<file path="src/rtl/ifu_fetch_pkg.sv">
// Shared constants and types for the instruction fetch stage.
package ifu_fetch_pkg;

    localparam int ISA_LEN  = 32;
    localparam int ADDR_LEN = 32;

    localparam logic [ADDR_LEN-1:0] PC_INC           = 32'd4;
    localparam logic [ISA_LEN-1:0]  INST_NOP         = 32'h0000_0013;
    localparam logic [ADDR_LEN-1:0] RESET_PC_DEFAULT = 32'h0000_0000;

    // Active-low strobe levels used across the core.
    localparam logic ENABLE_  = 1'b0;
    localparam logic DISABLE_ = 1'b1;

    typedef enum logic [1:0] {
        ST_REQ,
        ST_WAIT,
        ST_DROP
    } fetch_state_e;

    typedef struct packed {
        logic [ADDR_LEN-1:0] pc;
        logic [ISA_LEN-1:0]  inst;
    } fetch_entry_t;

    function automatic logic [ADDR_LEN-1:0] word_align(input logic [ADDR_LEN-1:0] addr);
        return addr & ~ADDR_LEN'(3);
    endfunction

endpackage

</file>
<file path="src/rtl/ifu_fifo.sv">
// Small synchronous FIFO holding fetched {pc, inst} pairs; flush wins over push.
module ifu_fifo #(
    parameter int WIDTH = 64,
    parameter int DEPTH = 2
) (
    input  logic                     clk,
    input  logic                     rst_,
    input  logic                     push,
    input  logic                     pop,
    input  logic                     flush,
    input  logic [WIDTH-1:0]         wdata,
    output logic [WIDTH-1:0]         rdata,
    output logic [$clog2(DEPTH):0]   count,
    output logic                     empty,
    output logic                     full
);

    localparam int PTR_W = $clog2(DEPTH);
    localparam int CNT_W = PTR_W + 1;

    logic [WIDTH-1:0] mem [DEPTH];
    logic [PTR_W-1:0] wr_ptr;
    logic [PTR_W-1:0] rd_ptr;
    logic             do_push;
    logic             do_pop;

    assign empty   = (count == '0);
    assign full    = (count == CNT_W'(DEPTH));
    assign do_push = push && !full;
    assign do_pop  = pop && !empty;
    assign rdata   = mem[rd_ptr];

    // NOTE: storage is not reset; validity is tracked by count, so only the
    // pointers and count need a reset value.
    always_ff @(posedge clk) begin
        if (do_push && !flush) begin
            mem[wr_ptr] <= wdata;
        end
    end

    // NOTE: sequential state uses non-blocking assignments so every flop
    // samples pre-edge values regardless of statement order.
    always_ff @(posedge clk or negedge rst_) begin
        if (!rst_) begin
            wr_ptr <= '0;
            rd_ptr <= '0;
            count  <= '0;
        end else if (flush) begin
            wr_ptr <= '0;
            rd_ptr <= '0;
            count  <= '0;
        end else begin
            if (do_push) wr_ptr <= wr_ptr + PTR_W'(1);
            if (do_pop)  rd_ptr <= rd_ptr + PTR_W'(1);
            case ({do_push, do_pop})
                2'b10:   count <= count + CNT_W'(1);
                2'b01:   count <= count - CNT_W'(1);
                default: count <= count;
            endcase
        end
    end

endmodule

</file>
<file path="src/rtl/ifu_fetch.sv">
// Fetch stage: owns fetch_pc, issues single-outstanding instruction reads,
// buffers responses and handles redirects by flushing and dropping stale data.
module ifu_fetch
    import ifu_fetch_pkg::*;
#(
    parameter logic [ADDR_LEN-1:0] RESET_PC   = RESET_PC_DEFAULT,
    parameter int                  FIFO_DEPTH = 2
) (
    input  logic                clk,
    input  logic                rst_,
    output logic                ibus_req_,
    output logic [ADDR_LEN-1:0] ibus_addr,
    input  logic                ibus_gnt,
    input  logic                ibus_rvalid,
    input  logic [ISA_LEN-1:0]  ibus_rdata,
    input  logic                redir_,
    input  logic [ADDR_LEN-1:0] redir_pc,
    input  logic                stall_,
    output logic [ISA_LEN-1:0]  inst_o,
    output logic [ADDR_LEN-1:0] pc_o,
    output logic                inst_valid_o
);

    localparam int CNT_W = $clog2(FIFO_DEPTH) + 1;

    fetch_state_e        state;
    logic [ADDR_LEN-1:0] fetch_pc;
    logic [ADDR_LEN-1:0] req_pc;
    logic                fetch_en;
    logic                redir;
    logic                issue;
    logic                granted;
    logic                push;
    logic                pop;
    fetch_entry_t        wr_entry;
    fetch_entry_t        head;
    logic [CNT_W-1:0]    fifo_count;
    logic                fifo_empty;
    logic                fifo_full;

    assign redir    = (redir_ == ENABLE_);
    // fetch_en holds the request off for the reset cycle and the one after release.
    assign issue    = fetch_en && (state == ST_REQ) && (fifo_count < CNT_W'(FIFO_DEPTH));
    assign granted  = issue && ibus_gnt;
    assign push     = (state == ST_WAIT) && ibus_rvalid && !redir;
    assign wr_entry = '{pc: req_pc, inst: ibus_rdata};

    assign ibus_req_    = issue ? ENABLE_ : DISABLE_;
    assign ibus_addr    = fetch_pc;
    assign inst_valid_o = !fifo_empty && !redir;
    assign pop          = inst_valid_o && (stall_ == DISABLE_);
    assign inst_o       = fifo_empty ? INST_NOP : head.inst;
    assign pc_o         = fifo_empty ? '0 : head.pc;

    always_ff @(posedge clk or negedge rst_) begin
        if (!rst_) begin
            state    <= ST_REQ;
            fetch_pc <= RESET_PC;
            req_pc   <= '0;
            fetch_en <= 1'b0;
        end else begin
            fetch_en <= 1'b1;
            if (redir) begin
                fetch_pc <= word_align(redir_pc);
            end else if (granted) begin
                fetch_pc <= fetch_pc + PC_INC;
            end
            if (granted) req_pc <= fetch_pc;

            case (state)
                // A grant in the redirect cycle leaves a stale response in flight.
                ST_REQ:  if (granted) state <= redir ? ST_DROP : ST_WAIT;
                ST_WAIT: begin
                    if (ibus_rvalid)  state <= ST_REQ;
                    else if (redir)   state <= ST_DROP;
                end
                ST_DROP: if (ibus_rvalid) state <= ST_REQ;
                default: state <= ST_REQ;
            endcase
        end
    end

    ifu_fifo #(
        .WIDTH ($bits(fetch_entry_t)),
        .DEPTH (FIFO_DEPTH)
    ) u_fifo (
        .clk   (clk),
        .rst_  (rst_),
        .push  (push),
        .pop   (pop),
        .flush (redir),
        .wdata (wr_entry),
        .rdata (head),
        .count (fifo_count),
        .empty (fifo_empty),
        .full  (fifo_full)
    );

    always @(posedge clk) begin
        if (rst_ && push) assert (!fifo_full);
    end

endmodule

</file>
<file path="config.mk">
export PLATFORM = sky130hd
export DESIGN_NAME = ifu_fetch
export DESIGN_NICKNAME = d
export VERILOG_FILES = /design/src/rtl/ifu_fetch_pkg.sv /design/src/rtl/ifu_fifo.sv /design/src/rtl/ifu_fetch.sv
export SDC_FILE = /design/constraint.sdc
export NUM_CORES = 1
export LEC_CHECK = 0
export CORE_MARGIN = 3
export CORE_UTILIZATION = 40
export CTS_BUF_LIST = sky130_fd_sc_hd__clkbuf_4 sky130_fd_sc_hd__clkbuf_8
export DETAILED_ROUTE_END_ITERATION = 12
export SLEW_MARGIN = 30
export SYNTH_ARGS = -nofsm -noshare
export SYNTH_HDL_FRONTEND = slang
export SYNTH_HIERARCHICAL = 1
export SYNTH_SLANG_ARGS = --single-unit
</file>
<file path="constraint.sdc">
create_clock -name clk -period 6.88 [get_ports clk]
set_input_delay 1.032 -clock clk [delete_from_list [all_inputs] [get_ports clk]]
set_output_delay 1.032 -clock clk [all_outputs]
set_load 0.05 [all_outputs]
</file>
; Yosys cells after proc, flatten, opt, wreduce, memory -nomap -nowiden
; Memories as Yosys holds them, arrays and structs flattened.
; Index checks and enable logic that the tools add are counted.
[totals]
reg_bits = 71
latch_bits = 0
ram_bits = 128
romBits = 0
inputBits = 70
memories = 1
[mem_list]
columns = memory, depth, word_bits, read_ports, rd_clocked_by_memory_dff, wr, line_no
row1 = u_fifo.mem, 2, 64, 1, 0, 1, ifu_fifo.sv:21  ; logic [WIDTH-1:0] mem [DEPTH];
[op_classes]
n_addsub = 5
multipliers = 0
div = 0
order_cmp = 1
n_eq_ne = 12
n_shift = 0
muxes = 19
bitwise = 0
reduce_logical = 15
[ops]
columns = operator, count
row1 = 2-to-1 mux 32 bit, 4
row2 = adder 32 x 3 -> 32 bit (second input constant), 1
row3 = 2-to-1 mux 2 bit, 6
row4 = logical AND 1 bit, 10
row5 = 2-to-1 mux 1 bit, 7
row6 = equality test 2 bit (second input constant), 3
row7 = != test 2 x 1 -> 1 bit (second input constant), 3
row8 = case mux 2 bit (3 select lines), 1
row9 = equality test 2 x 1 -> 1 bit (second input constant), 2
row10 = zero test 2 bit, 2
row11 = != test 2 bit (second input constant), 2
row12 = case mux 2 bit (2 select lines), 1
row13 = != test 3 x 1 -> 1 bit (second input constant), 1
row14 = != test 3 bit (second input constant), 1
row15 = AND reduction 3 bit, 1
row16 = adder 1 bit (second input constant), 2
row17 = adder 2 x 1 -> 2 bit (second input constant), 1
row18 = zero test 1 bit, 2
row19 = < comparator 2 bit (second input constant), 1
row20 = subtractor 2 x 1 -> 2 bit (second input constant), 1

; Logic depth before layout (Yosys ltp)
; Gate-level depths: netlist of the first run.
[depth]
word_depth = 8
mapped_depth = 7
ltp_nobuf = 6

; Modules after synthesis
; The synthesis of the first run kept the hierarchy.
[by_module_without_submodules]
columns = mod, instances, cells_each, area_per_inst_um2
row1 = ifu_fifo, 1, 224, 4818.4
row2 = ifu_fetch, 1, 363, 3443.3

; Worst setup path after synthesis of the first run
; OpenSTA, ideal clock, no wires.
[synth_path]
kind = input port to flip-flop
from = in redir_
to = mem u_fifo.mem[1][0], enable pin
setup_time_ns = 0.578
arrival_time_ns = 6.645
required_time_ns = 6.302
slack_ns = -0.343
stages = 6
n_path_buf = 2
path_cell_list = clkbuf_1 > clkbuf_1 > nand2_1 > nor2_1 > nand2_1 > nor3b_1
[synth_between]
elab_chain_cells = 5
[synth_lines]
columns = element, line_no
row1 = "start, declared", ifu_fetch.sv:16  ; input logic redir_,
row2 = logical AND 1 bit, ifu_fetch.sv:45  ; assign push = (state == ST_WAIT) && ibus_rvalid && !redir;
row3 = via push, ifu_fetch.sv:33  ; logic push;
row4 = logical AND 1 bit, ifu_fifo.sv:29  ; assign do_push = push && !full;
row5 = logical AND 1 bit, ifu_fifo.sv:36  ; if (do_push && !flush) begin
row6 = 2-to-1 mux 1 bit, ifu_fifo.sv:36
row7 = 2-to-1 mux 1 bit (not written as such), ifu_fifo.sv:37  ; mem[wr_ptr] <= wdata;
row8 = "end, declared", ifu_fifo.sv:21
; The timed path passes the listed nets, and every way through them passes these cells.

==> metrics, run 1 <==
status=finished, final reports clean; HP Class=register to register; setup TNS=0 ns; clk buf depth=2; pin count of the biggest net entering global routing=68; Worst Skew=0.01675 ns; area of the core=0.01985 mm2; Max Fclk=0.2425 GHz; Startpoint Class=register; Mapped Area=0.008262 mm2; PnR Total Power=2.452 mW; leak pwr=3.575 nW; CP Data Required Time=5.85 ns; Final nets=816; FFs w/ async S/R, synth=34.36%; hold depth=0; crit path capture type=output pin; Final setup viols=0; placed cell count=991; EDFF count, synth=128; Final Hold Fails=0; cell area after layout=0.01054 mm2; commonest non-fill, non-tap cell in the layout=clkdlybuf4s50_1; Fillers=1700; synth warn=6; Detailed Place HPWL=11.66 mm; Pwr Density=232.6 mW/mm2; vias per std cell=5.090; Mapped Cells=587; Post-route DRC=0; WHS=0.4573 ns; Syn Area/Cell=14.07 um2; Die X=149.7 um; Setup Fix Bufs, Post-CTS=0; Placed Area=0.01015 mm2; # clock sinks=195; P&R area growth vs syn=27.59%; Synth Flop Type=edfxtp_1; #FFs+latches synth=195; RSZ-0062 raised after global routing=false; vias in the first global route=5313; Clock transition at path regs=0.11 ns; Ports=168; drt pass-1 iters=4; full die area=0.02241 mm2; post-route ant nets=0; post-cts resize count=0; die height=149.7 um; total grt overflow=0; Tmin final=4.124 ns; peak supply drop=123.8 uV; CTS root buffer=clkbuf_8; Port Buffers=163; worst slew pin tran=0.9286 ns; CTS tree=done; antenna violations before repair=0; Final period util=59.94%; first-pass GRT wire length=27.99 mm; crit path kind=register to output pin; total CTS buffers=17; H-tree levels=4; wire length per cell=17.45 um; relative slew slack=38.03%; commonest cells after routing, fill and taps aside=clkdlybuf4s50_1 (161), edfxtp_1 (128), mux2_2 (90), dfrtp_1 (66), nor2b_1 (61); Post-Place Worst Slack=2.512 ns; Final WS setup=2.756 ns; hold buffer count at CTS=0; Clock Latency Late Sink=0.46 ns; post-synthesis sequential area ratio=66.82%; ANT cells=0; CP arrival=3.09 ns; max-slew violations=0; path depth of the worst reg2reg path=5; Core Util, Final=53.12%; FP Rows=51; max cap viols=0; Cell variety after synth=44; share of layout cells above drive strength 1=18.60%; gr usage total=16.07%; GP Congestion=0.7902; crit path max fanout=43; total number of vias=5207; wirelength, routed=17.86 mm; starting DRC count in detailed routing=218; Starting Density=41.63%; Layout Cells excl Fill=1023
-- logic make-up (layout without fill, tap and decap cells) --
logic type	Yosys count	in the layout	synth area share (%)
xor gates and xnor gates	10	10	1.060
DFF	195	195	66.82
AOI/OAI and AO/OA	67	67	4.922
other	2	7	0.09090
and+or+nand+nor	176	176	12.24
buffers and inverters	45	211	2.332
adders and majority gates	1	1	0.1514
muxes	91	91	12.39
-- flip-flops by register name, summed over array words and instances (netlist names) --
name / cells
fetch_en: 1
ibus_addr: 30
req_pc: 30
state: 2
u_fifo/count: 2
u_fifo/mem: 128
u_fifo/rd_ptr: 1
u_fifo/wr_ptr: 1
-- per-layer routing --
metal	vias up	routed length, um	global-route usage [%]
met4	0	328	6.130
met2	160	8287	24.52
met1	2561	8374	22.68
met5	-	0	0
li1	2466	-	-
met3	20	864	3.452
-- power by group --
part	leakage, nW	total [mW]	switching (mW)	internal (mW)
Sequential	1.92	1.42	0.0698	1.35
Combinational	1.47	0.310	0.174	0.136
Clock	0.190	0.722	0.392	0.331
Total	3.58	2.45	0.636	1.82
-- cells in the mapped netlist (7+ instances only) --
library cell / number / area [um2]
a21oi_1: 14 / 70.07
a31oi_1: 20 / 125.1
buf_2: 7 / 35.03
clkbuf_1: 24 / 90.09
dfrtp_1: 67 / 1677
edfxtp_1: 128 / 3844
inv_1: 8 / 30.03
mux2_2: 90 / 1013
nand2_1: 17 / 63.81
nand3_1: 7 / 35.03
nand4_1: 7 / 43.79
nor2_1: 37 / 138.9
nor2b_1: 61 / 381.6
o21ai_0: 15 / 75.07
o31ai_1: 13 / 97.59
or3_1: 9 / 56.30
or4_1: 15 / 112.6
-- path summary, 6_finish.rpt --
kind | startpoint | to | slack [ns]
max in group asynchronous | rst_ | u_fifo/rd_ptr | 5.76
min in group asynchronous | rst_ | u_fifo/wr_ptr | 0.66
setup reg to reg | state[1] | u_fifo/mem[1][3] | 3.83
hold / removal | req_pc[25] | u_fifo/mem[0][57] | 0.46
hold reg to reg | req_pc[25] | u_fifo/mem[0][57] | 0.46
setup / recovery | u_fifo/rd_ptr | inst_o[4] | 2.76
-- worst max-delay path, cell delays in order (launching register included) --
cell,delay (ns)
dfrtp_4,0.84
buf_4,0.44
mux2_2,0.37
or2_2,0.27
clkdlybuf4s50_1,0.70
-- area by class of cell --
cell class | count | area, um2 | share of cell area [%]
clock buffers | 19 | 249.0 | 2.362
multi-input cells | 352 | 2591 | 24.58
repair buffers | 169 | 1673 | 15.87
well taps | 265 | 331.6 | 3.145
clock inverters | 13 | 135.1 | 1.282
flip-flops and latches | 195 | 5524 | 52.40
inverters | 10 | 37.54 | 0.3561
No activity file was read; power rests on OpenSTA's default activity.
==> inputs of run 2 (changes only) <==
PLACE_DENSITY = 0.67   (was not set)
clock period = 3.7 ns   (was 6.88 ns; I/O delays follow)
==> metrics, run 2 (synthesis gave the netlist of run 1 again) <==
starting DRC count in detailed routing=244 (+12%); Starting Density=41.63% (unchanged); Fillers=1674 (-1.5%); Post-route DRC=0 (unchanged); ANT cells=0 (unchanged); GP Congestion=0.8028 (+1.6%); share of power burned in registers=58.7% (+0.8 points); NetSw=1.152 mW (+81%); area of the core=0.01985 mm2 (unchanged); Detailed Place HPWL=12.28 mm (+5.4%); critical path's slowest cell=clkdlybuf4s50_1; worst stage delay on the critical path=0.80 ns (-0.04 ns); Max Fclk=0.3061 GHz; CTS root buffer=clkbuf_8; FP Rows=51 (unchanged); # clock sinks=195 (unchanged); switching share of power=25.57% (-0.36 points); Biggest register=u_fifo/mem; Final Hold Fails=0 (unchanged); first-pass GRT wire length=28.35 mm (+1.3%); P&R area growth vs syn=28.28%; pin count of the biggest net entering global routing=61 (-10%); total CTS buffers=17 (unchanged); combinational share of power=12.9% (+0.3 points); wirelength, routed=17.82 mm (-0.18%); crit path capture type=output pin; hold buffer count at CTS=0 (unchanged); total number of vias=5303 (+1.8%); vias in the first global route=5471 (+3.0%); RSZ-0062 raised after global routing=false; Port Buffers=163 (unchanged); crit path max fanout=23 (-47%); WHS=0.05794 ns (-0.3994 ns); Tmin final=3.267 ns; max reg flops=128 (unchanged); Setup Fix Bufs, Post-CTS=0 (unchanged); PnR Total Power=4.504 mW (+84%); HP Class=input port to async pin; clk buf depth=2 (unchanged); gr usage total=16.15% (+0.088 points); Post-Place Worst Slack=0.7842 ns (-1.727 ns); share of layout cells above drive strength 1=19.48% (+0.88 points); Multi-input gate area=0.002597 mm2 (+0.24%); critical-path cell list=nor2_4, buf_4, or2_2, clkdlybuf4s50_1; Final nets=823 (+0.86%); total grt overflow=0 (unchanged); CP Data Required Time=3.14 ns (-2.71 ns); peak supply drop=207.6 uV (+68%); Clock Latency Late Sink=0.44 ns (-0.02 ns); Bufs and invs on worst path=2 (unchanged); Clock power frac=28.5% (-1.0 points); wire length per cell=17.30 um (-0.86%); Final period util=88.31%; full die area=0.02241 mm2 (unchanged); Clock transition at path regs=0.09 ns (-0.02 ns); Die X=149.7 um (unchanged); setup TNS=0 ns (unchanged); register area=0.005522 mm2 (about the same); CTS tree=done; H-tree levels=4 (unchanged); relative slew slack=50.61% (+13 points); Worst Skew=0.01239 ns (-0.004357 ns); Core Util, Final=53.40% (+0.28 points); die height=149.7 um (unchanged); CP delay by family, top=buffers and inverters; post-cts resize count=0 (unchanged); Ports=168 (unchanged); commonest non-fill, non-tap cell in the layout=clkdlybuf4s50_1; internal power=3.352 mW (+85%); Startpoint Class=register; status=finished, final reports clean; max-slew violations=0 (unchanged); CP arrival=2.71 ns (-0.38 ns); worst slew pin tran=0.7409 ns (-0.1876 ns); antenna violations before repair=0 (unchanged); drt pass-1 iters=4 (unchanged); Final setup viols=0 (unchanged); Pwr Density=425.0 mW/mm2 (+83%); vias per std cell=5.149 (+1.2%); Final WS setup=0.4326 ns (-2.324 ns); leak pwr=3.617 nW (+1.2%); crit path kind=register to output pin; max cap viols=0 (unchanged); post-route ant nets=0 (unchanged); commonest cells after routing, fill and taps aside=clkdlybuf4s50_1 (161), edfxtp_1 (128), mux2_2 (90), dfrtp_1 (66), nor2b_1 (61)
## run 2: changes by cell type in the layout (fill, tap and decap cells not counted), moves of 2 or more
cell,previous run,this run
buf_4,6,11
buf_12,0,2
clkinv_4,3,1
clkbuf_4,2,5
inv_4,0,2
## run 2: power by group through the flow
stage	Sequential (mW)	Combinational, mW	Clock, mW
6_report	2.64	0.579	1.28
5_1_grt	2.67	0.624	1.43
4_1_cts	2.64	0.585	1.34
3_5_place_dp	2.69	0.581	0
3_3_place_gp	2.68	0.568	0
2_1_floorplan	2.75	0.250	0
## run 2: worst paths after layout
check / to / slack, ns / startpoint / cells past startpoint
setup / recovery: inst_o[1] / 0.43 / u_fifo/count[1] / 4
hold / removal: state[0] / 0.06 / rst_ / 1
setup reg to reg: ibus_addr[26] / 1.10 / u_fifo/count[1] / 6
hold reg to reg: u_fifo/mem[1][59] / 0.48 / req_pc[27] / 0
max in group asynchronous: u_fifo/rd_ptr / 2.64 / rst_ / 2
min in group clk: state[1] / 0.45 / redir_ / 3
## run 2: through the flow
| stage | instances | instance area, um2 |
|---|---|---|
| finish | 1030 | 10600 |
| global route | 1030 | 10600 |
| CTS | 1030 | 10600 |
| detailed placement | 998 | 10230 |
| global placement | 998 | 10230 |
| floorplan | 592 | 8303 |
## run 2: metal layers
| layer | vias to the layer above | wire (um) | track usage [%] | share of wire, % |
|---|---|---|---|---|
| li1 | 2484 | - | - | - |
| met2 | 184 | 8558 | 26.11 | 48 |
| met4 | 0 | 135 | 5.215 | 0.76 |
| met1 | 2627 | 7936 | 21.62 | 45 |
| met3 | 8 | 1191 | 3.937 | 6.7 |
| met5 | - | 0 | 0 | 0 |
## run 2: cell type report
cell class                 count  area share (%)
sequential                   195           52.10
multi-input combinational    352           24.51
timing repair buffer         176           16.46
tap                          265           3.129
clock buffer                  23           2.692
clock inverter                 9          0.7556
inverter                      10          0.3542
==> inputs of run 3 (changes only) <==
CORE_ASPECT_RATIO = 1.75   (was not set)
CORE_UTILIZATION = 30   (was 40)
PLACE_DENSITY = not set   (was 0.67)
==> metrics, run 3 (synthesis gave the netlist of run 1 again) <==
worst slew pin tran=0.8112 ns (+0.07024 ns); Ports=168 (unchanged); internal power=3.406 mW (+1.6%); Port Buffers=163 (unchanged); pin count of the biggest net entering global routing=61 (unchanged); max-slew violations=0 (unchanged); leak pwr=3.631 nW (+0.38%); H-tree levels=4 (unchanged); NetSw=1.257 mW (+9.1%); max reg flops=128 (unchanged); combinational share of power=12.5% (-0.4 points); antenna violations before repair=1 (+1); Final period util=86.13% (-2.2 points); relative slew slack=45.92% (-4.7 points); Startpoint Class=register; vias per std cell=4.535 (-12%); CTS tree=done; share of layout cells above drive strength 1=19.74% (+0.26 points); Final nets=823 (unchanged); Starting Density=30.73% (-11 points); P&R area growth vs syn=30.36%; Detailed Place HPWL=13.65 mm (+11%); Clock Latency Late Sink=0.48 ns (+0.04 ns); commonest non-fill, non-tap cell in the layout=clkdlybuf4s50_1; total number of vias=5124 (-3.4%); FP Rows=79 (+55%); CP Data Required Time=3.14 ns (about the same); Biggest register=u_fifo/mem; first-pass GRT wire length=30.06 mm (+6.0%); vias in the first global route=5220 (-4.6%); Clock transition at path regs=0.11 ns (+0.02 ns); Setup Fix Bufs, Post-CTS=0 (unchanged); wire length per cell=17.18 um (-0.70%); commonest cells after routing, fill and taps aside=clkdlybuf4s50_1 (161), edfxtp_1 (128), mux2_2 (90), dfrtp_1 (66), nor2b_1 (61); total CTS buffers=17 (unchanged); crit path max fanout=25 (+8.7%); drt pass-1 iters=4 (unchanged); Final Hold Fails=0 (unchanged); share of power burned in registers=56.8% (-1.9 points); setup TNS=0 ns (unchanged); crit path capture type=output pin; gr usage total=13.22% (-2.9 points); switching share of power=26.95% (+1.4 points); Die X=131.4 um (-12%); Post-route DRC=0 (unchanged); status=finished, final reports clean; Worst Skew=0.01678 ns (+0.004390 ns); GP Congestion=0.7807 (-2.8%); starting DRC count in detailed routing=253 (+3.7%); hold buffer count at CTS=0 (unchanged); # clock sinks=195 (unchanged); Clock power frac=30.7% (+2.2 points); crit path kind=register to output pin; Tmin final=3.187 ns (-0.08047 ns); HP Class=input port to async pin; peak supply drop=222.2 uV (+7.0%); Final WS setup=0.5130 ns (+0.08047 ns); post-cts resize count=0 (unchanged); CP arrival=2.63 ns (-0.08 ns); Post-Place Worst Slack=0.8394 ns (+0.05515 ns); Max Fclk=0.3138 GHz (+2.5%); Pwr Density=432.9 mW/mm2 (+1.9%); post-route ant nets=0 (unchanged); register-to-register setup slack=1.10 ns (about the same); clk buf depth=2 (unchanged); RSZ-0062 raised after global routing=false; total grt overflow=0 (unchanged); max cap viols=0 (unchanged); area of the core=0.02689 mm2 (+35%); CTS root buffer=clkbuf_8; wirelength, routed=19.42 mm (+8.9%); full die area=0.02964 mm2 (+32%); Final setup viols=0 (unchanged); die height=225.5 um (+51%)
run 3: worst max-delay path, cell delays in order, from the launching register on:
cell and delay [ns]:
dfrtp_1 0.50, nor2_4 0.40, buf_4 0.38, nor2b_1 0.14, clkdlybuf4s50_1 0.72
run 3: power by group through the flow:
stage / clock network (mW) / logic [mW] / registers (mW)
global route: 1.58 / 0.628 / 2.68
finish: 1.43 / 0.582 / 2.65
CTS: 1.49 / 0.592 / 2.65
detailed placement: 0 / 0.589 / 2.70
global placement: 0 / 0.579 / 2.68
floorplan: 0 / 0.250 / 2.75
run 3: layer usage:
metal	up-vias	global-route usage [%]	wire (um)
met5	-	0	0
met4	0	5.358	412
met3	16	3.061	643
met2	103	24.37	10750
met1	2523	14.65	7606
li1	2482	-	-
run 3: final cells by class:
type	count	area (um2)
Antenna cell	1	2.502
Inverter	10	37.54
Multi-Input combinational cell	352	2597
Clock inverter	14	163.9
Timing Repair Buffer	176	1744
Clock buffer	18	247.7
Tap cell	364	455.4
Sequential cell	195	5522
Fill cell	2632	16120
run 3: path summary, 6_finish.rpt:
kind | startpoint | to | cells past startpoint
setup / recovery | u_fifo/count[1] | inst_o[15] | 4
hold / removal | rst_ | ibus_addr[26] | 1
setup reg to reg | u_fifo/count[1] | ibus_addr[25] | 6
hold reg to reg | req_pc[24] | u_fifo/mem[1][56] | 0
max in group asynchronous | rst_ | u_fifo/rd_ptr | 2
min in group clk | redir_ | state[1] | 3
run 3: through the flow:
| stage | cell area, um2 | total power [mW] | instances | util (%) | hold slack (ns) |
|---|---|---|---|---|---|
| floorplan | 8303 | 3.002 | 592 | - | 0.2594 |
| global placement | 10360 | 3.262 | 1097 | 38.52 | 0.4453 |
| detailed placement | 10360 | 3.286 | 1097 | 38.52 | 0.4549 |
| CTS | 10770 | 4.735 | 1129 | 40.05 | 0.1286 |
| global route | 10770 | 4.880 | 1130 | 40.06 | 0.1713 |
| finish | 10770 | 4.663 | 1130 | 40.06 | 0.1557 |
